**src/rtl/delay_burst_responder_if.sv**
```systemverilog
// rtl/delay_burst_responder_if.sv - read (AR/R) and write (AW/W/B) channel bundle for the delay responder
interface delay_burst_responder_if;
    logic        ARVALID;
    logic        ARREADY;
    logic [15:0] IN;
    logic        RVALID;
    logic        RREADY;
    logic        RLAST;
    logic [8:0]  OUT;
    logic        AWVALID;
    logic        AWREADY;
    logic [11:0] AWIN;
    logic        WVALID;
    logic        WREADY;
    logic        WLAST;
    logic [7:0]  WDATA;
    logic        BVALID;
    logic        BREADY;
    logic [4:0]  BRESP;

    modport master (
        output ARVALID, IN, RREADY, AWVALID, AWIN, WVALID, WLAST, WDATA, BREADY,
        input  ARREADY, RVALID, RLAST, OUT, AWREADY, WREADY, BVALID, BRESP
    );

    modport slave (
        input  ARVALID, IN, RREADY, AWVALID, AWIN, WVALID, WLAST, WDATA, BREADY,
        output ARREADY, RVALID, RLAST, OUT, AWREADY, WREADY, BVALID, BRESP
    );
endinterface

```
**src/rtl/delay_burst_responder.sv**
```systemverilog
// rtl/delay_burst_responder.sv - byte-store responder answering bursts after a programmable delay
module delay_burst_responder #(
    parameter int DEPTH  = 16,
    parameter int ADDR_W = 4
) (
    input  logic                    clk,
    input  logic                    rst,
    input  logic [4:0]              DELAY,
    delay_burst_responder_if.slave  bus,
    output logic                    RIDLE,
    output logic                    WIDLE,
    output logic                    RIDLE_prev,
    output logic                    WIDLE_prev
);
    typedef enum logic [1:0] {R_IDLE, R_WAIT, R_DATA} r_state_t;
    typedef enum logic [1:0] {W_IDLE, W_DATA, W_WAIT, W_RESP} w_state_t;

    logic [7:0] mem [DEPTH];

    r_state_t   r_state, r_next;
    logic [7:0] r_addr;
    logic [3:0] r_len;
    logic [3:0] r_beat;
    logic [4:0] r_cnt;
    logic       r_in_range;

    w_state_t   w_state, w_next;
    logic [7:0] w_addr;
    logic [3:0] w_id;
    logic [4:0] w_delay;
    logic [4:0] w_cnt;
    logic       w_err;
    logic       w_in_range;

    assign r_in_range = ({1'b0, r_addr} < 9'(DEPTH));
    assign w_in_range = ({1'b0, w_addr} < 9'(DEPTH));
    assign RIDLE      = (r_state == R_IDLE);
    assign WIDLE      = (w_state == W_IDLE);

    // Read beat is combinational from registered state, so it stays put while stalled
    always_comb begin
        r_next      = r_state;
        bus.ARREADY = 1'b0;
        bus.RVALID  = 1'b0;
        bus.RLAST   = 1'b0;
        bus.OUT     = 9'h000;
        case (r_state)
            R_IDLE: begin
                bus.ARREADY = 1'b1;
                if (bus.ARVALID) r_next = (DELAY == 5'd0) ? R_DATA : R_WAIT;
            end
            R_WAIT: begin
                if (r_cnt == 5'd1) r_next = R_DATA;
            end
            R_DATA: begin
                bus.RVALID = 1'b1;
                bus.RLAST  = (r_beat == r_len);
                bus.OUT    = {r_in_range ? mem[r_addr[ADDR_W-1:0]] : 8'h00, ~r_in_range};
                if (bus.RREADY && bus.RLAST) r_next = R_IDLE;
            end
            default: r_next = R_IDLE;
        endcase
    end

    always_ff @(posedge clk or negedge rst) begin
        if (!rst) begin
            r_state    <= R_IDLE;
            r_addr     <= 8'h00;
            r_len      <= 4'h0;
            r_beat     <= 4'h0;
            r_cnt      <= 5'd0;
            RIDLE_prev <= 1'b1;
        end else begin
            r_state    <= r_next;
            RIDLE_prev <= RIDLE;
            case (r_state)
                R_IDLE: if (bus.ARVALID) begin
                    r_addr <= bus.IN[11:4];
                    r_len  <= bus.IN[3:0];
                    r_beat <= 4'h0;
                    r_cnt  <= DELAY;
                end
                R_WAIT: r_cnt <= r_cnt - 5'd1;
                R_DATA: if (bus.RREADY) begin
                    r_addr <= r_addr + 8'd1;
                    r_beat <= r_beat + 4'd1;
                end
                default: ;
            endcase
        end
    end

    always_comb begin
        w_next      = w_state;
        bus.AWREADY = 1'b0;
        bus.WREADY  = 1'b0;
        bus.BVALID  = 1'b0;
        bus.BRESP   = 5'h00;
        case (w_state)
            W_IDLE: begin
                bus.AWREADY = 1'b1;
                if (bus.AWVALID) w_next = W_DATA;
            end
            W_DATA: begin
                bus.WREADY = 1'b1;
                if (bus.WVALID && bus.WLAST) w_next = (w_delay == 5'd0) ? W_RESP : W_WAIT;
            end
            W_WAIT: begin
                if (w_cnt == 5'd1) w_next = W_RESP;
            end
            W_RESP: begin
                bus.BVALID = 1'b1;
                bus.BRESP  = {w_id, w_err};
                if (bus.BREADY) w_next = W_IDLE;
            end
            default: w_next = W_IDLE;
        endcase
    end

    // Storage lives with the write side; reads sample it before this edge's write lands
    always_ff @(posedge clk or negedge rst) begin
        if (!rst) begin
            w_state    <= W_IDLE;
            w_addr     <= 8'h00;
            w_id       <= 4'h0;
            w_delay    <= 5'd0;
            w_cnt      <= 5'd0;
            w_err      <= 1'b0;
            WIDLE_prev <= 1'b1;
            for (int i = 0; i < DEPTH; i++) mem[i] <= 8'h00;
        end else begin
            w_state    <= w_next;
            WIDLE_prev <= WIDLE;
            case (w_state)
                W_IDLE: if (bus.AWVALID) begin
                    w_id    <= bus.AWIN[11:8];
                    w_addr  <= bus.AWIN[7:0];
                    w_delay <= DELAY;
                    w_err   <= 1'b0;
                end
                W_DATA: if (bus.WVALID) begin
                    if (w_in_range) mem[w_addr[ADDR_W-1:0]] <= bus.WDATA;
                    else            w_err <= 1'b1;
                    w_addr <= w_addr + 8'd1;
                    w_cnt  <= w_delay;
                end
                W_WAIT: w_cnt <= w_cnt - 5'd1;
                default: ;
            endcase
        end
    end
endmodule

```
**src/flat_wrapper.sv**
```systemverilog
// flat-port wrapper written by rule: the top's interface ports become plain ports
module delay_burst_responder_flat 
#(
    parameter int DEPTH  = 16,
    parameter int ADDR_W = 4
)
  (clk, rst, DELAY, RIDLE, WIDLE, RIDLE_prev, WIDLE_prev, bus_ARVALID, bus_IN, bus_RREADY, bus_AWVALID, bus_AWIN, bus_WVALID, bus_WLAST, bus_WDATA, bus_BREADY, bus_ARREADY, bus_RVALID, bus_RLAST, bus_OUT, bus_AWREADY, bus_WREADY, bus_BVALID, bus_BRESP);
  delay_burst_responder_if bus_i ();
  input  logic clk;
  input  logic rst;
  input  logic [4:0] DELAY;
  output logic RIDLE;
  output logic WIDLE;
  output logic RIDLE_prev;
  output logic WIDLE_prev;
  input wire logic [$bits(bus_i.ARVALID)-1:0] bus_ARVALID;
  input wire logic [$bits(bus_i.IN)-1:0] bus_IN;
  input wire logic [$bits(bus_i.RREADY)-1:0] bus_RREADY;
  input wire logic [$bits(bus_i.AWVALID)-1:0] bus_AWVALID;
  input wire logic [$bits(bus_i.AWIN)-1:0] bus_AWIN;
  input wire logic [$bits(bus_i.WVALID)-1:0] bus_WVALID;
  input wire logic [$bits(bus_i.WLAST)-1:0] bus_WLAST;
  input wire logic [$bits(bus_i.WDATA)-1:0] bus_WDATA;
  input wire logic [$bits(bus_i.BREADY)-1:0] bus_BREADY;
  output wire logic [$bits(bus_i.ARREADY)-1:0] bus_ARREADY;
  output wire logic [$bits(bus_i.RVALID)-1:0] bus_RVALID;
  output wire logic [$bits(bus_i.RLAST)-1:0] bus_RLAST;
  output wire logic [$bits(bus_i.OUT)-1:0] bus_OUT;
  output wire logic [$bits(bus_i.AWREADY)-1:0] bus_AWREADY;
  output wire logic [$bits(bus_i.WREADY)-1:0] bus_WREADY;
  output wire logic [$bits(bus_i.BVALID)-1:0] bus_BVALID;
  output wire logic [$bits(bus_i.BRESP)-1:0] bus_BRESP;
  assign bus_i.ARVALID = bus_ARVALID;
  assign bus_i.IN = bus_IN;
  assign bus_i.RREADY = bus_RREADY;
  assign bus_i.AWVALID = bus_AWVALID;
  assign bus_i.AWIN = bus_AWIN;
  assign bus_i.WVALID = bus_WVALID;
  assign bus_i.WLAST = bus_WLAST;
  assign bus_i.WDATA = bus_WDATA;
  assign bus_i.BREADY = bus_BREADY;
  assign bus_ARREADY = bus_i.ARREADY;
  assign bus_RVALID = bus_i.RVALID;
  assign bus_RLAST = bus_i.RLAST;
  assign bus_OUT = bus_i.OUT;
  assign bus_AWREADY = bus_i.AWREADY;
  assign bus_WREADY = bus_i.WREADY;
  assign bus_BVALID = bus_i.BVALID;
  assign bus_BRESP = bus_i.BRESP;
  delay_burst_responder #(.DEPTH(DEPTH), .ADDR_W(ADDR_W)) u_core (.clk(clk), .rst(rst), .DELAY(DELAY), .bus(bus_i), .RIDLE(RIDLE), .WIDLE(WIDLE), .RIDLE_prev(RIDLE_prev), .WIDLE_prev(WIDLE_prev));
endmodule
```
**config.mk**
```make
export PLATFORM = sky130hd
export DESIGN_NAME = delay_burst_responder_flat
export DESIGN_NICKNAME = d
export VERILOG_FILES = /design/src/rtl/delay_burst_responder_if.sv /design/src/rtl/delay_burst_responder.sv /design/src/flat_wrapper.sv
export SDC_FILE = /design/constraint.sdc
export NUM_CORES = 1
export LEC_CHECK = 0
export CELL_PAD_IN_SITES_DETAIL_PLACEMENT = 1
export CELL_PAD_IN_SITES_GLOBAL_PLACEMENT = 2
export CORE_ASPECT_RATIO = 0.8
export CORE_UTILIZATION = 25
export DETAILED_ROUTE_END_ITERATION = 7
export MAX_ROUTING_LAYER = met4
export PLACE_DENSITY = 0.62
export SYNTH_ARGS = -nofsm -noshare
export SYNTH_HDL_FRONTEND = slang
export SYNTH_SLANG_ARGS = --single-unit
```
**constraint.sdc**
```tcl
create_clock -name clk -period 2.03 [get_ports clk]
set_clock_uncertainty 0.1 [all_clocks]
set_input_delay 0.3045 -clock clk [delete_from_list [all_inputs] [get_ports clk]]
set_output_delay 0.3045 -clock clk [all_outputs]
set_load 0.01 [all_outputs]
```
==> impl_metrics.py, run 1 <==
metrics = {
    "synthesis": {
        "synth.yosys.seq_area_share_pct": 49.9,
        "synth_nets": 742,
        "async_reset_ff_share_pct": 100,
        "ys.flop_type": "dfrtp_1",
        "synth_area_per_cell_um2": 13.2,
        "synth.yosys.warnings": 0,
        "ys_seq_elements": 178,
        "synth.distinct_cells": 66,
        "synth_edf_count": 0,
        "syn_area_um2": 8940,
        "synth_cells": 679,
    },
    "clocking": {
        "cts_sinks": 178,
        "clock_latency_ns": 0.44,
        "clk_path_buf_depth": 2,
        "cts_tree": "built",
        "htreeDepth": 4,
        "clkTransAtPathRegs_ns": 0.08,
        "cts-root-buf": "clkbuf_16",
        "numCtsBuffers": 17,
    },
    "worst_setup_path": {
        "worstSetupEndpointType": "output port",
        "crit_family": "multiplexers",
        "rr_worst_depth": 5,
        "cp_common_cell": "buf_12",
        "arrival_ns": 2.08,
        "start_kind": "register",
        "r2r_end": "u_core.mem[55]$_DFFE_PN0P_",
        "timing.rr.start": "u_core.w_addr[6]$_DFFE_PN0P_",
        "r2r_slack_ns": -0.12,
        "cp_cell_sequence": "buf_12, buf_12, mux4_2, a22oi_2, a21oi_2, buf_2",
        "critical_path_required_ns": 1.63,
        "cpMaxStageDelayCell": "mux4_2",
        "crit_fanout": 8,
        "cp_slowest_stage_delay_ns": 0.51,
        "crit_type": "reg2out",
        "worst-path-buf-inv": 3,
    },
    "pwr": {
        "power_frac_comb_pct": 42.2,
        "seq_power_share_pct": 34.1,
        "switching_share_pct": 37.1,
        "p_leak_nw": 5.27,
        "clkPwrFrac_pct": 23.7,
        "power.internal_mw": 9.12,
        "power.density_nw_per_um2": 1230,
        "vdd_drop_max_mv": 0.600,
        "p_sw_mw": 5.38,
    },
    "global_route": {
        "grt_max_degree": 44,
        "grt_pass1_wl_mm": 39.8,
        "antenna_found_initial": 0,
        "grt_pass1_vias": 6528,
        "grtUsageTotal_pct": 15.0,
        "grt-ovfl-total": 0,
    },
    "job": {
        "cap_viol_max_count": 0,
    },
    "cells_and_area": {
        "n_antenna_cell": 0,
        "syn_to_final_growth_pct": 31.7,
        "nets": 882,
        "drive_gt1_share_pct": 45.7,
        "finalInstanceArea_um2": 11800,
    },
    "run_status": {
        "violations": "negative setup slack",
        "status": "complete, but fails checks",
    },
    "sta": {
        "finalWorstSetupSlack_ns": -0.452,
        "fin_crit_ns": 2.48,
        "report.final.hold_viol_count": 0,
        "finalCritPeriodShare_pct": 122,
        "tightestPinTransition_ns": 0.591,
        "finalSetupViolations": 136,
        "hold_ws_ns": 0.240,
        "slew_headroom_pct": 60.5,
        "grt_setup_unrepaired": "yes",
        "max_freq_mhz": 403,
        "finalMaxSlewViolations": 0,
    },
    "die": {
        "die_y_um": 171,
        "dieArea_um2": 36500,
        "start_util_pct": 25.6,
        "die_w_um": 213,
        "ios": 73,
        "rows": 61,
        "core-area_um2": 35000,
    },
    "detailed_routing": {
        "drt_first_pass_iters": 4,
        "vias": 6083,
        "drt_wl_total_mm": 24.8,
        "drt_iter0_drc": 264,
        "post_drt_wl_per_cell_um": 19.1,
        "avgViaCountPerCell": 4.66,
        "ant_nets": 0,
        "drc": 0,
    },
    "min_path": {
        "hp-class": "in2async",
    },
    "placement": {
        "dpl_cell_area_um2": 10800,
        "port_buffers": 68,
        "routabilityCongestion": 0.760,
        "dpl.hpwl_mm": 17.2,
        "pre_cts_ws_ns": -0.450,
    },
}
## layout by cell type (no fill, tap or decap), drive strengths merged, types with 6 or more instances in the layout
| cell | Yosys | final |
|---|---|---|
| buf | 12 | 103 |
| mux2 | 140 | 140 |
| dfrtp | 176 | 176 |
| clkinv | 0 | 6 |
| nor3 | 6 | 6 |
| and2 | 9 | 9 |
| nand3 | 24 | 24 |
| clkdlybuf4s15 | 0 | 6 |
| o21ai | 24 | 24 |
| nor2b | 9 | 9 |
| inv | 16 | 24 |
| clkbuf | 22 | 20 |
| clkdlybuf4s50 | 0 | 45 |
| a21oi | 31 | 31 |
| o22ai | 6 | 6 |
| a31oi | 7 | 7 |
| ha | 14 | 14 |
| mux4 | 32 | 32 |
| nor2 | 29 | 29 |
| nand2 | 28 | 28 |
| a22oi | 15 | 15 |
## worst reg2reg max path, cell delays in order (launching register included)
cell and delay (ns):
dfrtp_1 0.38, or4_4 0.58, nor2_4 0.18, buf_8 0.17
nand3_4 0.24, mux2_4 0.39
## power by group through the flow
stage / sequential, mW / combinational (mW) / clock (mW)
2_1_floorplan: 4.83 / 3.44 / 0
3_3_place_gp: 5.00 / 5.52 / 0
3_5_place_dp: 4.99 / 5.61 / 0
4_1_cts: 4.92 / 6.01 / 3.56
5_1_grt: 5.06 / 6.71 / 3.68
6_report: 4.95 / 6.11 / 3.44
## Yosys cell counts, drive strengths merged, types with 7 or more instances
library cell / count / area share, %
a22oi: 15 / 1.3
nand2: 28 / 1.3
nor2: 29 / 1.3
nor2b: 9 / 0.63
and2: 9 / 0.63
buf: 12 / 1.1
mux4: 32 / 8.1
o21ai: 24 / 1.3
dfrtp: 176 / 49
inv: 16 / 0.67
nand3: 24 / 2.5
ha: 14 / 2.0
mux2: 140 / 18
dlygate4sd1: 8 / 0.78
a31oi: 7 / 0.49
a21oi: 31 / 1.7
clkbuf: 22 / 0.92
## stage by stage
| step | power, mW | instances | util, % | TNS (ns) |
|---|---|---|---|---|
| 2_1_floorplan | 8.28 | 679 | - | -0.0321 |
| 3_3_place_gp | 10.5 | 1261 | 30.8 | -24.11 |
| 3_5_place_dp | 10.6 | 1261 | 30.8 | -24.96 |
| 4_1_cts | 14.5 | 1304 | 33.5 | -12.91 |
| 5_1_grt | 15.5 | 1304 | 33.7 | -17.75 |
| 6_report | 14.5 | 1304 | 33.7 | -9.33 |
## routing by layer
layer	vias up	track usage (%)	part of all wire (%)
met4	0	3.32	0.95
met5	-	-	0
li1	2821	-	-
met1	3194	21.4	52
met3	13	2.59	2.0
met2	55	22.0	45
## sequential cells by signal, summed over array words and instances (netlist names)
| name | flops |
|---|---|
| u_core.w_err | 1 |
| u_core.w_state | 2 |
| u_core.WIDLE_prev | 1 |
| u_core.r_beat | 4 |
| u_core.w_cnt | 5 |
| u_core.mem | 128 |
| u_core.w_delay | 5 |
| u_core.r_addr | 8 |
| u_core.RIDLE_prev | 1 |
| u_core.r_len | 4 |
| u_core.w_id | 4 |
| u_core.r_state | 2 |
| u_core.w_addr | 8 |
| u_core.r_cnt | 5 |
## kinds of logic after synthesis
kind of cell | Yosys count | synth area share (%)
flops | 178 | 49.9
compound gates | 112 | 8.15
xor+xnor | 6 | 0.588
simple gates | 134 | 9.73
buf+inv | 58 | 3.46
mux | 177 | 26.3
fa+ha+maj | 14 | 1.96
## timing repair
item,CTS,global route
hold buffers,1,0
setup endpoints to repair,155,155
pin swaps,23,9
gates cloned,2,0
endpoints found under the hold margin,28,0
buffers inserted,8,2
gates resized for setup,110,33
## worst max path at each step
stage / slack (ns) / endpoint / depth (start not counted) / from
final: -0.45 / bus_OUT[3] / 6 / u_core.r_addr[0]$_DFFE_PN0P_
after floorplan: -0.03 / bus_OUT[7] / 7 / u_core.r_state[0]$_DFFE_PN0P_
after detailed placement: -0.45 / bus_OUT[3] / 5 / u_core.r_addr[0]$_DFFE_PN0P_
after CTS: -0.48 / bus_OUT[3] / 6 / u_core.r_addr[0]$_DFFE_PN0P_
after global routing: -0.52 / bus_OUT[7] / 6 / u_core.r_addr[0]$_DFFE_PN0P_
after global placement: -0.45 / bus_OUT[3] / 5 / u_core.r_addr[0]$_DFFE_PN0P_
## final cells by class
cell class / count / area, um^2
multi-input cells: 443 / 4450
clock inverters: 15 / 193
flip-flops and latches: 178 / 4460
well taps: 472 / 591
fillers: 3780 / 23200
repair buffers: 163 / 1600
inverters: 16 / 60.1
clock buffers: 17 / 425
(Power assumes the default switching activity.)
==> run 2: changes to the inputs <==
--- a/config.mk
+++ b/config.mk
@@ -8,7 +8,9 @@
 export CELL_PAD_IN_SITES_DETAIL_PLACEMENT = 1
 export CELL_PAD_IN_SITES_GLOBAL_PLACEMENT = 2
 export CORE_ASPECT_RATIO = 0.8
+export CORE_MARGIN = 2
 export CORE_UTILIZATION = 25
+export CTS_BUF_LIST = sky130_fd_sc_hd__clkbuf_4 sky130_fd_sc_hd__clkbuf_8 sky130_fd_sc_hd__clkbuf_16
 export DETAILED_ROUTE_END_ITERATION = 7
 export MAX_ROUTING_LAYER = met4
 export PLACE_DENSITY = 0.62
==> run 2 against run 1 <==
The flow still finishes with violations (negative setup slack). Total power grew 1.6%. Flip-flop and latch count is the same. Register-to-register slack lost 0.07 ns. Core utilization grew 0.35 points. Maximum frequency shrank 1.3%. Global-route usage shrank 0.62 points. Routed wire length grew 0.63%. Clock power grew 3%. Combinational power grew 2%. Sequential power is essentially flat. First-iteration DRC count grew 28%.
==> impl_metrics.py, run 2 (synthesized netlist as in run 1, its figures left out) <==
metrics = {
    "cells_and_area": {
        "layout_commonest_cell": "dfrtp_1",
        "largest_reg_flops": 128,
        "drive_gt1_share_pct": 46.9,
        "finalInstanceArea_um2": 11900,
        "final_cell_mix": "175 x dfrtp_1, 124 x mux2_2, 73 x buf_4",
        "top_regs": "u_core.mem: 128 flops, u_core.r_addr: 8 flops, u_core.w_addr: 8 flops",
        "largest-register": "u_core.mem",
        "nets": 892,
        "n_antenna_cell": 0,
        "syn_to_final_growth_pct": 33.1,
    },
    "pwr": {
        "seq_power_share_pct": 33.4,
        "p_sw_mw": 5.51,
        "power.density_nw_per_um2": 1240,
        "p_leak_nw": 5.35,
        "clkPwrFrac_pct": 24.1,
        "power.internal_mw": 9.22,
        "power.total_mw": 14.7,
        "power_frac_comb_pct": 42.4,
        "vdd_drop_max_mv": 0.573,
        "switching_share_pct": 37.4,
    },
    "worst_setup_path": {
        "start_kind": "register",
        "crit_type": "reg2out",
        "arrival_ns": 2.11,
        "critical_path_required_ns": 1.63,
        "worstSetupEndpointType": "output port",
        "crit_fanout": 5,
    },
    "clocking": {
        "htreeDepth": 4,
        "cts-root-buf": "clkbuf_16",
        "clkTransAtPathRegs_ns": 0.08,
        "clock_latency_ns": 0.44,
        "cts_tree": "built",
        "cts_sinks": 178,
        "clk_path_buf_depth": 2,
        "numCtsBuffers": 17,
    },
    "sta": {
        "max_freq_mhz": 398,
        "finalWorstSetupSlack_ns": -0.484,
        "finalCritPeriodShare_pct": 124,
        "tightestPinTransition_ns": 0.601,
        "grt_setup_unrepaired": "yes",
        "finalMaxSlewViolations": 0,
        "slew_headroom_pct": 59.8,
        "finalSetupViolations": 128,
        "fin_crit_ns": 2.51,
        "report.final.hold_viol_count": 0,
        "finalSetupTns_ns": -18.24,
    },
    "global_route": {
        "grt_max_degree": 48,
        "grtUsageTotal_pct": 14.4,
        "antenna_found_initial": 0,
        "grt-ovfl-total": 0,
        "grt_pass1_wl_mm": 40.2,
        "grt_pass1_vias": 6586,
    },
    "placement": {
        "routabilityCongestion": 0.749,
        "pre_cts_ws_ns": -0.439,
        "dpl_cell_area_um2": 10700,
        "port_buffers": 68,
        "dpl.hpwl_mm": 17.1,
    },
    "die": {
        "die_y_um": 173,
        "die_w_um": 215,
        "core-area_um2": 35000,
        "ios": 73,
        "dieArea_um2": 37300,
        "rows": 61,
        "start_util_pct": 25.6,
    },
    "run_status": {
        "status": "complete, but fails checks",
        "violations": "negative setup slack",
    },
    "min_path": {
        "hp-class": "in2async",
    },
    "detailed_routing": {
        "drt_iter0_drc": 337,
        "ant_nets": 0,
        "drt_first_pass_iters": 4,
        "drc": 0,
        "vias": 6108,
        "post_drt_wl_per_cell_um": 19.0,
        "avgViaCountPerCell": 4.65,
        "drt_wl_total_mm": 25.0,
    },
    "job": {
        "cap_viol_max_count": 0,
    },
}
[run 2: timing repair]
item | in CTS | in global routing
endpoints found under the setup margin | 159 | 153
setup buffers | 17 | 5
hold endpoints to repair | 40 | 0
resized for setup | 119 | 50
pin swaps | 22 | 9
hold buffers | 1 | 0
cloned | 3 | 0
[run 2: power groups by stage]
stage | Clock [mW] | Combinational, mW | Sequential (mW)
floorplan | 0 | 3.44 | 4.83
global placement | 0 | 5.44 | 4.97
detailed placement | 0 | 5.52 | 4.98
CTS | 3.65 | 6.10 | 4.90
global route | 3.80 | 6.86 | 5.04
finish | 3.55 | 6.24 | 4.92
[run 2: routing by layer]
| layer | share of wire (%) | wire length, um | vias up | GRT usage, % |
|---|---|---|---|---|
| met5 | 0 | 0 | - | - |
| met4 | 0.82 | 205 | 0 | 2.99 |
| met3 | 2.0 | 509 | 13 | 2.32 |
| met2 | 45 | 11200 | 55 | 21.2 |
| met1 | 52 | 13100 | 3200 | 20.7 |
| li1 | - | - | 2840 | - |
[run 2: area by class of cell]
| type | count | area [um^2] |
|---|---|---|
| clock inverter | 15 | 211 |
| inverter | 16 | 63.8 |
| tap | 472 | 591 |
| sequential | 178 | 4460 |
| multi-input combinational | 443 | 4470 |
| fill | 3796 | 23100 |
| timing repair buffer | 173 | 1680 |
| clock buffer | 17 | 425 |
[run 2: worst paths after layout]
check                                                  start                            to  slack, ns  depth (start not counted)
min in group clk                                 bus_AWIN[7]  u_core.w_addr[7]$_DFFE_PN0P_       0.37                          3
worst min register to register    u_core.mem[10]$_DFFE_PN0P_    u_core.mem[10]$_DFFE_PN0P_       0.41                          1
max in group asynchronous                                rst   u_core.mem[114]$_DFFE_PN0P_       0.95                          3
worst max register to register  u_core.w_addr[5]$_DFFE_PN0P_    u_core.mem[49]$_DFFE_PN0P_      -0.19                          6
worst max-delay path            u_core.r_addr[0]$_DFFE_PN0P_                    bus_OUT[2]      -0.48                          7
worst min-delay path                                     rst  u_core.r_beat[3]$_DFFE_PN0P_       0.27                          2
[run 2: metrics by stage]
stage	instances	utilization [%]	hold slack [ns]
floorplan	679	-	-0.0911
global placement	1258	30.6	0.176
detailed placement	1258	30.6	0.178
CTS	1311	33.6	0.266
global route	1314	34.0	0.292
finish	1314	34.0	0.269
[run 2: critical path: stages, from the launching register on]
cell and delay, ns:
dfrtp_2 0.39, buf_6 0.12, buf_12 0.12, buf_16 0.12, mux4_2 0.50, a22oi_2 0.19, a21oi_2 0.08, buf_2 0.14
